## src/rtl/subservient_loader_pkg.sv

```systemverilog
// Purpose: shared types and constants for the subservient UART firmware loader.
// Latency: n/a (types, constants and a width helper only).
// Backpressure: n/a.
package subservient_loader_pkg;

  // Loader sequencing: length header, payload packing, bus write, optional checksum, terminal states
  typedef enum logic [2:0] {
    ST_LEN,
    ST_DATA,
    ST_WRITE,
    ST_CKSUM,
    ST_DONE,
    ST_ERROR
  } state_t;

  // The debug port is only ever written with full words
  localparam logic [3:0] WB_SEL_ALL = 4'b1111;

  // Byte counter must reach MEMSIZE itself, hence one bit more than the address width
  function automatic int byte_cnt_width(input int memsize);
    return $clog2(memsize) + 1;
  endfunction

endpackage

```

## src/rtl/subservient_uart_rx.sv

```systemverilog
// Purpose: 8N1 UART receiver with 2-flop input synchronizer and false-start rejection.
// Latency: o_valid/o_frame_err pulse one cycle, about 9.5 bit times after the start edge.
// Backpressure: none; each byte is presented for one cycle and the consumer must keep up.
module subservient_uart_rx #(
  parameter int CLKS_PER_BIT = 868
) (
  input  logic       i_clk,
  input  logic       i_rst_n,
  input  logic       i_rx,
  output logic [7:0] o_data,
  output logic       o_valid,
  output logic       o_frame_err
);

  localparam int             CW       = $clog2(CLKS_PER_BIT);
  localparam logic [CW-1:0]  CNT_FULL = CW'(CLKS_PER_BIT - 1);
  localparam logic [CW-1:0]  CNT_HALF = CW'(CLKS_PER_BIT / 2 - 1);

  typedef enum logic [1:0] {RX_IDLE, RX_START, RX_BITS, RX_STOP} rx_state_t;

  rx_state_t     st, st_nxt;
  logic          rx_meta, rx_sync, rx_prev;
  logic [CW-1:0] cnt, cnt_nxt;
  logic [2:0]    bit_idx, bit_idx_nxt;
  logic [7:0]    shreg, shreg_nxt;
  logic          valid_nxt, ferr_nxt;

  // Line synchronizer plus one delayed copy for falling-edge detection; idle line is high
  always_ff @(posedge i_clk or negedge i_rst_n) begin
    if (!i_rst_n) begin
      rx_meta <= 1'b1;
      rx_sync <= 1'b1;
      rx_prev <= 1'b1;
    end else begin
      rx_meta <= i_rx;
      rx_sync <= rx_meta;
      rx_prev <= rx_sync;
    end
  end

  // Bit timing: start bit re-checked at half a bit, data and stop sampled at bit centres
  always_comb begin
    st_nxt      = st;
    cnt_nxt     = cnt + CW'(1);
    bit_idx_nxt = bit_idx;
    shreg_nxt   = shreg;
    valid_nxt   = 1'b0;
    ferr_nxt    = 1'b0;
    case (st)
      RX_IDLE: begin
        cnt_nxt = '0;
        if (rx_prev && !rx_sync) st_nxt = RX_START;
      end
      RX_START: begin
        if (cnt == CNT_HALF) begin
          cnt_nxt     = '0;
          bit_idx_nxt = 3'd0;
          st_nxt      = rx_sync ? RX_IDLE : RX_BITS;
        end
      end
      RX_BITS: begin
        if (cnt == CNT_FULL) begin
          cnt_nxt     = '0;
          shreg_nxt   = {rx_sync, shreg[7:1]};
          bit_idx_nxt = bit_idx + 3'd1;
          if (bit_idx == 3'd7) st_nxt = RX_STOP;
        end
      end
      RX_STOP: begin
        if (cnt == CNT_FULL) begin
          cnt_nxt   = '0;
          st_nxt    = RX_IDLE;
          valid_nxt = rx_sync;
          ferr_nxt  = !rx_sync;
        end
      end
      default: st_nxt = RX_IDLE;
    endcase
  end

  // Receiver state and one-cycle result pulses
  always_ff @(posedge i_clk or negedge i_rst_n) begin
    if (!i_rst_n) begin
      st          <= RX_IDLE;
      cnt         <= '0;
      bit_idx     <= 3'd0;
      shreg       <= 8'd0;
      o_valid     <= 1'b0;
      o_frame_err <= 1'b0;
    end else begin
      st          <= st_nxt;
      cnt         <= cnt_nxt;
      bit_idx     <= bit_idx_nxt;
      shreg       <= shreg_nxt;
      o_valid     <= valid_nxt;
      o_frame_err <= ferr_nxt;
    end
  end

  assign o_data = shreg;

endmodule

```

## src/rtl/subservient_uart_loader.sv

```systemverilog
// Purpose: UART firmware loader; writes a length-prefixed image into SRAM over the debug
//   Wishbone port, then releases debug mode. SUBSERVIENT_LOADER_CHECKSUM_EN adds a sum byte.
// Latency: write strobe rises 2 cycles after a word completes; stb held until ack.
// Backpressure: one-byte buffer; a new UART byte arriving while it is still full is an error.
module subservient_uart_loader
  import subservient_loader_pkg::*;
#(
  parameter int CLKS_PER_BIT = 868,
  parameter int MEMSIZE      = 8192
) (
  input  logic        i_clk,
  input  logic        i_rst_n,
  input  logic        i_rx,
  output logic        o_debug_mode,
  output logic [31:0] o_wb_dbg_adr,
  output logic [31:0] o_wb_dbg_dat,
  output logic [3:0]  o_wb_dbg_sel,
  output logic        o_wb_dbg_we,
  output logic        o_wb_dbg_stb,
  input  logic        i_wb_dbg_ack,
  output logic        o_done,
  output logic        o_error
);

  localparam int          W       = byte_cnt_width(MEMSIZE);
  localparam logic [31:0] MEM_LIM = 32'(MEMSIZE);

`ifdef SUBSERVIENT_LOADER_CHECKSUM_EN
  localparam state_t ST_TAIL = ST_CKSUM;
`else
  localparam state_t ST_TAIL = ST_DONE;
`endif

  logic [7:0]   rx_data;
  logic         rx_valid, rx_ferr;

  state_t       state, state_nxt;
  logic [7:0]   byte_buf;
  logic         byte_pend, consume;
  logic [31:0]  len_sr, len_full;
  logic [1:0]   len_idx;
  logic [W-1:0] len_n, byte_cnt, word_idx;
  logic         last_byte;
`ifdef SUBSERVIENT_LOADER_CHECKSUM_EN
  logic [7:0]   sum;
`endif

  subservient_uart_rx #(
    .CLKS_PER_BIT (CLKS_PER_BIT)
  ) u_rx (
    .i_clk       (i_clk),
    .i_rst_n     (i_rst_n),
    .i_rx        (i_rx),
    .o_data      (rx_data),
    .o_valid     (rx_valid),
    .o_frame_err (rx_ferr)
  );

  // Length arrives LSB first, so each byte shifts in from the top
  assign len_full  = {byte_buf, len_sr[31:8]};
  assign len_n     = len_sr[W-1:0];
  assign last_byte = (byte_cnt + W'(1)) == len_n;

  // Next state and byte-consume decision; line errors and overrun win over everything before DONE
  always_comb begin
    state_nxt = state;
    consume   = 1'b0;
    case (state)
      ST_LEN: begin
        if (byte_pend) begin
          consume = 1'b1;
          if (len_idx == 2'd3) begin
            if (len_full > MEM_LIM)     state_nxt = ST_ERROR;
            else if (len_full == 32'd0) state_nxt = ST_TAIL;
            else                        state_nxt = ST_DATA;
          end
        end
      end
      ST_DATA: begin
        if (byte_pend) begin
          consume = 1'b1;
          if (byte_cnt[1:0] == 2'd3 || last_byte) state_nxt = ST_WRITE;
        end
      end
      ST_WRITE: begin
        if (o_wb_dbg_stb && i_wb_dbg_ack)
          state_nxt = (byte_cnt == len_n) ? ST_TAIL : ST_DATA;
      end
`ifdef SUBSERVIENT_LOADER_CHECKSUM_EN
      ST_CKSUM: begin
        if (byte_pend) begin
          consume   = 1'b1;
          state_nxt = (byte_buf == sum) ? ST_DONE : ST_ERROR;
        end
      end
`endif
      default: state_nxt = state;
    endcase
    if (state != ST_DONE && state != ST_ERROR &&
        (rx_ferr || (rx_valid && byte_pend && !consume)))
      state_nxt = ST_ERROR;
  end

  // State register
  always_ff @(posedge i_clk or negedge i_rst_n) begin
    if (!i_rst_n) state <= ST_LEN;
    else          state <= state_nxt;
  end

  // Byte buffer, length/payload counters, word packer and write strobe
  always_ff @(posedge i_clk or negedge i_rst_n) begin
    if (!i_rst_n) begin
      byte_buf     <= 8'd0;
      byte_pend    <= 1'b0;
      len_sr       <= 32'd0;
      len_idx      <= 2'd0;
      byte_cnt     <= '0;
      word_idx     <= '0;
      o_wb_dbg_dat <= 32'd0;
      o_wb_dbg_stb <= 1'b0;
`ifdef SUBSERVIENT_LOADER_CHECKSUM_EN
      sum          <= 8'd0;
`endif
    end else begin
      byte_pend <= (byte_pend && !consume) || rx_valid;
      if (rx_valid) byte_buf <= rx_data;
      if (state == ST_LEN && consume) begin
        len_sr  <= len_full;
        len_idx <= len_idx + 2'd1;
      end
      if (state == ST_DATA && consume) begin
        // First byte of a word clears the rest so a short final word is zero-padded
        if (byte_cnt[1:0] == 2'd0) o_wb_dbg_dat <= {24'd0, byte_buf};
        else                       o_wb_dbg_dat[{byte_cnt[1:0], 3'b000} +: 8] <= byte_buf;
        byte_cnt <= byte_cnt + W'(1);
`ifdef SUBSERVIENT_LOADER_CHECKSUM_EN
        sum      <= sum + byte_buf;
`endif
      end
      // Strobe rises the cycle after entering WRITE and falls the cycle after ack
      o_wb_dbg_stb <= (state == ST_WRITE) && (state_nxt == ST_WRITE);
      if (state == ST_WRITE && o_wb_dbg_stb && i_wb_dbg_ack) word_idx <= word_idx + W'(1);
    end
  end

  assign o_wb_dbg_adr = {{(30 - W){1'b0}}, word_idx, 2'b00};
  assign o_wb_dbg_sel = WB_SEL_ALL;
  assign o_wb_dbg_we  = 1'b1;
  assign o_debug_mode = (state != ST_DONE);
  assign o_done       = (state == ST_DONE);
  assign o_error      = (state == ST_ERROR);

endmodule
```

## config.mk

```make
export PLATFORM = sky130hd
export DESIGN_NAME = subservient_uart_loader
export DESIGN_NICKNAME = d
export VERILOG_FILES = /design/src/rtl/subservient_loader_pkg.sv /design/src/rtl/subservient_uart_rx.sv /design/src/rtl/subservient_uart_loader.sv
export SDC_FILE = /design/constraint.sdc
export NUM_CORES = 1
export LEC_CHECK = 0
export CELL_PAD_IN_SITES_DETAIL_PLACEMENT = 0
export CELL_PAD_IN_SITES_GLOBAL_PLACEMENT = 1
export CORE_MARGIN = 4
export CORE_UTILIZATION = 40
export CTS_CLUSTER_DIAMETER = 120
export DETAILED_ROUTE_END_ITERATION = 16
export MAX_ROUTING_LAYER = met4
export PLACE_DENSITY_LB_ADDON = 0.1
export SLEW_MARGIN = 10
export SYNTH_ARGS = -nofsm -noshare
export SYNTH_HDL_FRONTEND = slang
export SYNTH_SLANG_ARGS = --single-unit
```

## constraint.sdc

```tcl
create_clock -name i_clk -period 3.3 [get_ports i_clk]
set_input_delay 0.495 -clock i_clk [delete_from_list [all_inputs] [get_ports i_clk]]
set_output_delay 0.495 -clock i_clk [all_outputs]
set_load 0.01 [all_outputs]
```

==> summary.md, run 1 <==
| Metric | Value |
|---|---|
| First-pass GRT wire length | `between 20000 and 25000 µm` |
| Compound-gate portion of the synthesized area | `0.0565` |
| Leading cell type in the layout, fill and taps excluded | `dfrtp_1` |
| Worst clock skew | `between 0.009 and 0.01 ns` |
| Initial Utilization | `0.412` |
| Htree depth | `4` |
| Post-Synth Adder-Cell Area | `0.0217` |
| GP Congestion | `between 0.8 and 0.9` |
| Mapped Area | `about 0.0063 mm²` |
| Unrepaired setup endpoints after global routing | `no` |
| Yosys warns | `0` |
| Synthesized area per cell | `~11 µm²` |
| Worst hold path class | `primary input to async pin` |
| Setup WS pre-CTS | `~1 ns` |
| Row count | `between 40 and 50` |
| # hold bufs at CTS | `0` |
| DIE AREA | `roughly 0.018 mm²` |
| Tot Pwr | `a little over 4 mW` |
| Post-synth EDFFs | `0` |
| Clock period minus worst slack | `2.52 ns` |
| Worst Setup End Kind | `output port` |
| Filler Cells Inserted | `1434` |
| Dpl cell area | `just over 0.007 mm²` |
| Grt ovf | `0` |
| Final Util | `0.497` |
| Die span in x | `around 130 µm` |
| Pin count of the biggest net entering global routing | `a little over 80` |
| Unique masters post-synth | `52` |
| Crit path kind | `flop to output port` |
| Final nets | `663` |
| Layout area overhead | `20.6%` |
| Total global-route track usage | `0.169` |
| Initial antenna violation count | `0` |
| Sequential area share after synthesis | `0.534` |
| Worst Setup Start Kind | `flop` |
| Most frequent CP cell | `inv_1` |
| Flops & latches, synth | `around 140` |
| Final Setup Violations | `0` |
| Register area | `roughly 0.0034 mm²` |
| Reg2Reg Depth | `7` |
| Pwr dens | `about 530 mW/mm²` |
| Post-synthesis simple-gate area fraction | `0.163` |
| First drt pass iteration count | `4` |
| Post-route antenna net violation count | `0` |
| Via density | `4.95` |
| Worst-Margin Slew | `between 0.5 and 0.6 ns` |
| Final worst slack | `roughly 0.78 ns` |
| Clock-pin slew on the worst setup and hold paths | `0.06 ns` |
| Sink Count | `135` |
| Layer with the highest usage | `met2` |
| CTS root buffer | `clkbuf_16` |
| Post-CTS Setup Bufs | `0` |
| Fin cells | `a little under 900` |
| Routed wire length | `between 10000 and 15000 µm` |
| I/O pin total | `a little under 80` |
| Placed cells | `840` |
| Async S/R FF share, synth | `1.00` |
| # DRC | `0` |
| Gate Count Post-Synth | `just under 600` |
| WP data arrival | `around 2.0 ns` |
| Reg2reg setup slack | `roughly 1.0 ns` |
| Grt met2 use | `0.263` |
| Commonest cells after routing, fill and taps aside | `132 x dfrtp_1, 92 x nand2_1, 52 x clkdlybuf4s50_1` |
| Crit-path cells | `inv_1 -> or3_1 -> inv_1 -> clkdlybuf4s50_1` |
| CTS tree | `done` |
| Worst IR Drop VDD | `0.000371 V` |
| Post-Synth XOR/XNOR Area | `0.0788` |
| Starting DRT DRC Count | `roughly 270` |
| Routed vias | `roughly 4300` |
| Max transition margin | `0.635` |
| Outcome | `finished clean` |
| Vias in the first global route | `about 4400` |
| Main combinational cell family by area after synthesis | `simple AND/OR/NAND/NOR gates` |
| Fin crit share | `0.764` |
| Critical Path RT | `~2.8 ns` |
| Fraction of layout cells with a size suffix above 1 | `0.153` |
| WHS | `roughly 0.045 ns` |
| Clk Latency, worst-skew pair | `approximately 0.42 ns` |
| Number of port buffers | `53` |
| Post-CTS Resized | `0` |
| Setup TNS | `0 ns` |
| GR Layer Usage met3 | `0.0424` |
| Final Hold Fails | `0` |
| CP Launch Point | `state[2]` |
| Slowest CP cell | `dfrtp_1` |
| Multi-input gate area | `~0.0027 mm²` |
| Static leakage power | `3.47 nW` |
| Max-cap violations | `0` |
| Detail Placement HPWL | `~9700 µm` |
| Worst path max stage delay | `approximately 0.55 ns` |
| Max FO, Critical Path | `11` |
| Height of the die | `~130 µm` |
| CTS buffer count | `17` |
| Setup crit end | `o_done` |
| Predominant post-synthesis flop cell | `dfrtp_1` |
| Global Route met1 Usage | `0.220` |
| Multiplexer share of the synthesized area | `0.0956` |
| Drt wl/cell | `15.8 µm` |
| Clk buf depth | `2` |
| Inserted Diodes | `0` |
| Max Clk Rate | `between 0.3 and 0.4 GHz` |
| Slew Limit Fails | `0` |
| Design area | `0.00764 mm²` |
| Placeable Area | `0.0154 mm²` |
| Critical R2R Launch | `u_rx.cnt[0]` |
how the worst min path moves through the flow:
stage | end | slack, ns | depth (start not counted)
after floorplan | async pin | 0.20 | 0
after global placement | u_rx.rx_sync | 0.35 | 0
after detailed placement | u_rx.rx_sync | 0.35 | 0
after CTS | word_idx[6] | 0.05 | 1
after global routing | word_idx[8] | 0.07 | 1
final | word_idx[13] | 0.04 | 1
area by class of cell:
class / instances / share of cell area
clock inverter: 10 / 0.0190
tap: 211 / 0.0346
multi-input combinational: 418 / 0.357
sequential: 135 / 0.443
clock buffer: 22 / 0.0594
inverter: 12 / 0.00589
timing repair buffer: 64 / 0.0815
layer usage:
metal  wire [µm]  vias up  part of all wire
met2        6460       77              0.47
met4         144        0             0.010
met1        6700     2126              0.49
met5           0        -                 0
met3         481       14             0.035
li1            -     2096                 -
worst max-delay path, delay by kind of cell (launching register included):
kind / cells / cell delay (ns)
DFF: 1 / 0.55
buffers and inverters: 3 / 0.71
and+or+nand+nor: 1 / 0.35
cell usage after synthesis (4+ instances only):
| cell type | count | area share |
|---|---|---|
| o21ai_0 | 34 | 0.027 |
| nand3_1 | 18 | 0.014 |
| clkbuf_1 | 12 | 0.0071 |
| dfrtp_1 | 132 | 0.52 |
| nor2_1 | 35 | 0.021 |
| and3_1 | 4 | 0.0039 |
| o21ai_1 | 4 | 0.0032 |
| and4_1 | 4 | 0.0055 |
| inv_1 | 11 | 0.0065 |
| nor4_1 | 10 | 0.0099 |
| nand2_1 | 92 | 0.055 |
| ha_1 | 11 | 0.022 |
| buf_2 | 8 | 0.0063 |
| nor3_1 | 11 | 0.0087 |
| nand4_1 | 9 | 0.0089 |
| nand2b_1 | 4 | 0.0039 |
| xor2_1 | 29 | 0.040 |
| xnor2_1 | 28 | 0.039 |
| nor3b_1 | 4 | 0.0047 |
| a21oi_1 | 6 | 0.0047 |
| or3_1 | 7 | 0.0069 |
| mux2_2 | 51 | 0.091 |
| buf_4 | 23 | 0.027 |
flip-flops by register name, summed over array words and instances, names as in the netlist, 8 cells and up, named ones only:
register      count
len_sr           32
o_wb_dbg_dat     32
byte_cnt         14
word_idx         14
u_rx.cnt         10
byte_buf          8
u_rx.o_data       8
power breakdown:
| group | switching (mW) | internal, mW |
|---|---|---|
| combinational | 0.185 | 0.144 |
| sequential | 0.102 | 1.71 |
| clock | 0.709 | 1.21 |
| total | 0.997 | 3.07 |
logic make-up after synthesis:
logic type	count (synthesis)
compound gates	61
fa+ha+maj	11
xor+xnor	57
other cells	2
buf+inv	57
simple gates	212
flops	135
mux	54
(Power assumes the default switching activity.)
==> run 2: changes to the inputs <==
==> constraint.sdc (replaced) <==
create_clock -name i_clk -period 2.2 [get_ports i_clk]
set_input_delay 0.33 -clock i_clk [delete_from_list [all_inputs] [get_ports i_clk]]
set_output_delay 0.33 -clock i_clk [all_outputs]
set_load 0.01 [all_outputs]
==> run 2 against run 1 <==
  * Non-clock buffer count rose by 23
  * Clock power rose by 55%
  * Sequential power rose by 49%
  * Design area rose by 3.0%
  * Critical endpoint is now o_debug_mode
  * Sequential share of layout area fell by 1.2 points
  * Clock skew rose by 0.0015 ns
  * Largest cell class unchanged
  * Via count rose by 3.1%
  * First-iteration DRC count fell by 11%
  * Combinational power rose by 88%
==> summary.md, run 2 (synthesis results as in run 1) <==
| Metric | Value |
|---|---|
| Routed vias | `4447 (+3.1%)` |
| Detail Placement HPWL | `9980 µm (+3.0%)` |
| Worst IR Drop VDD | `0.000533 V (+44%)` |
| Clock-pin slew on the worst setup and hold paths | `0.06 ns (about the same)` |
| Critical Path RT | `1.87 ns (-0.93 ns)` |
| Fin crit share | `0.937` |
| # DRC | `0 (unchanged)` |
| Final Hold Fails | `0 (unchanged)` |
| Worst hold endpoint | `u_rx.rx_meta` |
| Fin cells | `895 (+2.6%)` |
| CTS tree | `done` |
| Crit path kind | `flop to output port` |
| CTS root buffer | `clkbuf_16` |
| Worst-Margin Slew | `0.587 ns (+0.0416 ns)` |
| Register area | `0.00339 mm² (+0.15%)` |
| Outcome | `finished clean` |
| Leading cell type in the layout, fill and taps excluded | `dfrtp_1` |
| Total global-route track usage | `0.171 (+0.00157)` |
| Initial Utilization | `0.412 (unchanged)` |
| GP Congestion | `0.880 (+8.2%)` |
| Worst Setup Start Kind | `flop` |
| Commonest cells after routing, fill and taps aside | `128 x dfrtp_1, 91 x nand2_1, 51 x mux2_2, 51 x clkdlybuf4s50_1, 35 x nor2_1` |
| Placed cells | `858 (+2.1%)` |
| Regs by FF count | `len_sr: 32 flops, o_wb_dbg_dat: 32 flops` |
| Max-cap violations | `0 (unchanged)` |
| Final nets | `686 (+3.5%)` |
| I/O pin total | `77 (unchanged)` |
| Critical R2R Launch | `byte_cnt[1]` |
| Max transition margin | `0.609 (-0.0264)` |
| Inserted Diodes | `0 (unchanged)` |
| Grt ovf | `0 (unchanged)` |
| Worst Setup End Kind | `output port` |
| Drt wl/cell | `15.7 µm (-0.59%)` |
| Max FO, Critical Path | `5 (-6)` |
| Clk Latency, worst-skew pair | `0.42 ns (about the same)` |
| Slew Limit Fails | `0 (unchanged)` |
| Clk buf depth | `2 (unchanged)` |
| Clock period minus worst slack | `about 2.1 ns` |
| Static leakage power | `3.60 nW (+3.9%)` |
| Post-route antenna net violation count | `0 (unchanged)` |
| HP Start | `i_rx` |
| Pwr dens | `798 mW/mm² (+50%)` |
| Reg2Reg Depth | `8 (+1)` |
| Row count | `45 (unchanged)` |
| Die span in x | `134 µm (unchanged)` |
| Number of port buffers | `53 (unchanged)` |
| RR Endpoint | `state[0]` |
| Via density | `4.97 (+0.46%)` |
| Multi-input gate area | `0.00274 mm² (+0.50%)` |
| Worst hold path class | `primary input to flop` |
| Worst clock skew | `0.0108 ns (+0.00149 ns)` |
| First drt pass iteration count | `5 (+1)` |
| Initial antenna violation count | `0 (unchanged)` |
| Vias in the first global route | `4463 (+0.56%)` |
| Filler Cells Inserted | `1366 (-4.7%)` |
| Pin count of the biggest net entering global routing | `51 (-39%)` |
| WP data arrival | `1.73 ns (-0.30 ns)` |
| Reg2reg setup slack | `0.15 ns (-0.89 ns)` |
| CTS buffer count | `17 (unchanged)` |
| Height of the die | `134 µm (unchanged)` |
| Unrepaired setup endpoints after global routing | `no` |
| Htree depth | `4 (unchanged)` |
| Max Clk Rate | `approximately 0.49 GHz` |
| Sink Count | `135 (unchanged)` |
| DIE AREA | `0.0179 mm² (unchanged)` |
| Starting DRT DRC Count | `236 (-11%)` |
| Routed wire length | `14100 µm (+2.0%)` |
| Final Setup Violations | `0 (unchanged)` |
| Min-Delay Path Depth | `1` |
| First-pass GRT wire length | `23500 µm (+1.0%)` |
| Fraction of layout cells with a size suffix above 1 | `0.196 (+0.0431)` |
| Placeable Area | `0.0154 mm² (unchanged)` |
| Layout area overhead | `24.3%` |
| Setup TNS | `0 ns (unchanged)` |
[run 2: changes by cell type in the layout (fill, tap and decap cells not counted), sizes merged]
cell	before	now
buf	12	34
clkbuf	22	20
inv	14	16
clkdlybuf4s50	52	51
clkinv	3	2
clkinvlp	2	3
dlygate4sd3	0	1
dlymetal6s2s	0	1
[run 2: worst max-delay path by stage]
stage / startpoint / to / slack, ns / cells after the start
floorplan: byte_cnt[0] / state[0] / 0.23 / 8
global placement: i_wb_dbg_ack / word_idx[13] / 0.15 / 7
detailed placement: byte_cnt[0] / state[0] / 0.09 / 7
CTS: state[2] / o_done / 0.008 / 4
global route: u_rx.cnt[0] / u_rx.o_data[7] / 0.01 / 6
finish: state[0] / o_debug_mode / 0.14 / 2
[run 2: final cells by class]
cell class,count,share of cell area
tap,211,0.0335
timing repair buffer,87,0.103
clock inverter,12,0.0208
clock buffer,20,0.0580
multi-input combinational,418,0.348
sequential,135,0.430
inverter,12,0.00572
[run 2: per-layer routing]
metal | global-route usage | share of wire | vias up
met4 | 0.0440 | 0.011 | 0
met2 | 0.261 | 0.47 | 101
met5 | - | 0 | -
li1 | - | - | 2142
met3 | 0.0465 | 0.044 | 14
met1 | 0.227 | 0.47 | 2190
[run 2: power by group]
part           internal [mW]  switching [mW]  total (mW)
combinational          0.290           0.329       0.619
clock                   1.86            1.11        2.97
sequential              2.57           0.126        2.70
total                   4.72            1.56        6.28
[run 2: repair_timing]
item / CTS / global route
gates resized for setup: 3 / 6
endpoints found under the hold margin: 36 / 0
hold buffers: 1 / 0
setup buffers: 3 / 1
endpoints found under the setup margin: 2 / 11
[run 2: worst max-delay path, cell delays in order, from the launching register on]
cell and delay [ns]:
dfrtp_2 0.44, or3_4 0.40, clkdlybuf4s50_1 0.48
[run 2: metrics by stage]
stage                     power, mW  worst slack (ns)   util  instance area [µm²]  hold WS, ns
final                          6.28             0.139  0.512                 7870        0.316
after global routing           6.58            0.0146  0.512                 7870        0.297
after CTS                      6.31           0.00757  0.510                 7850        0.302
after detailed placement       3.30            0.0913  0.468                 7190        0.347
after global placement         3.29             0.155  0.468                 7190        0.346
after floorplan                3.06             0.230      -                 6410       0.0344
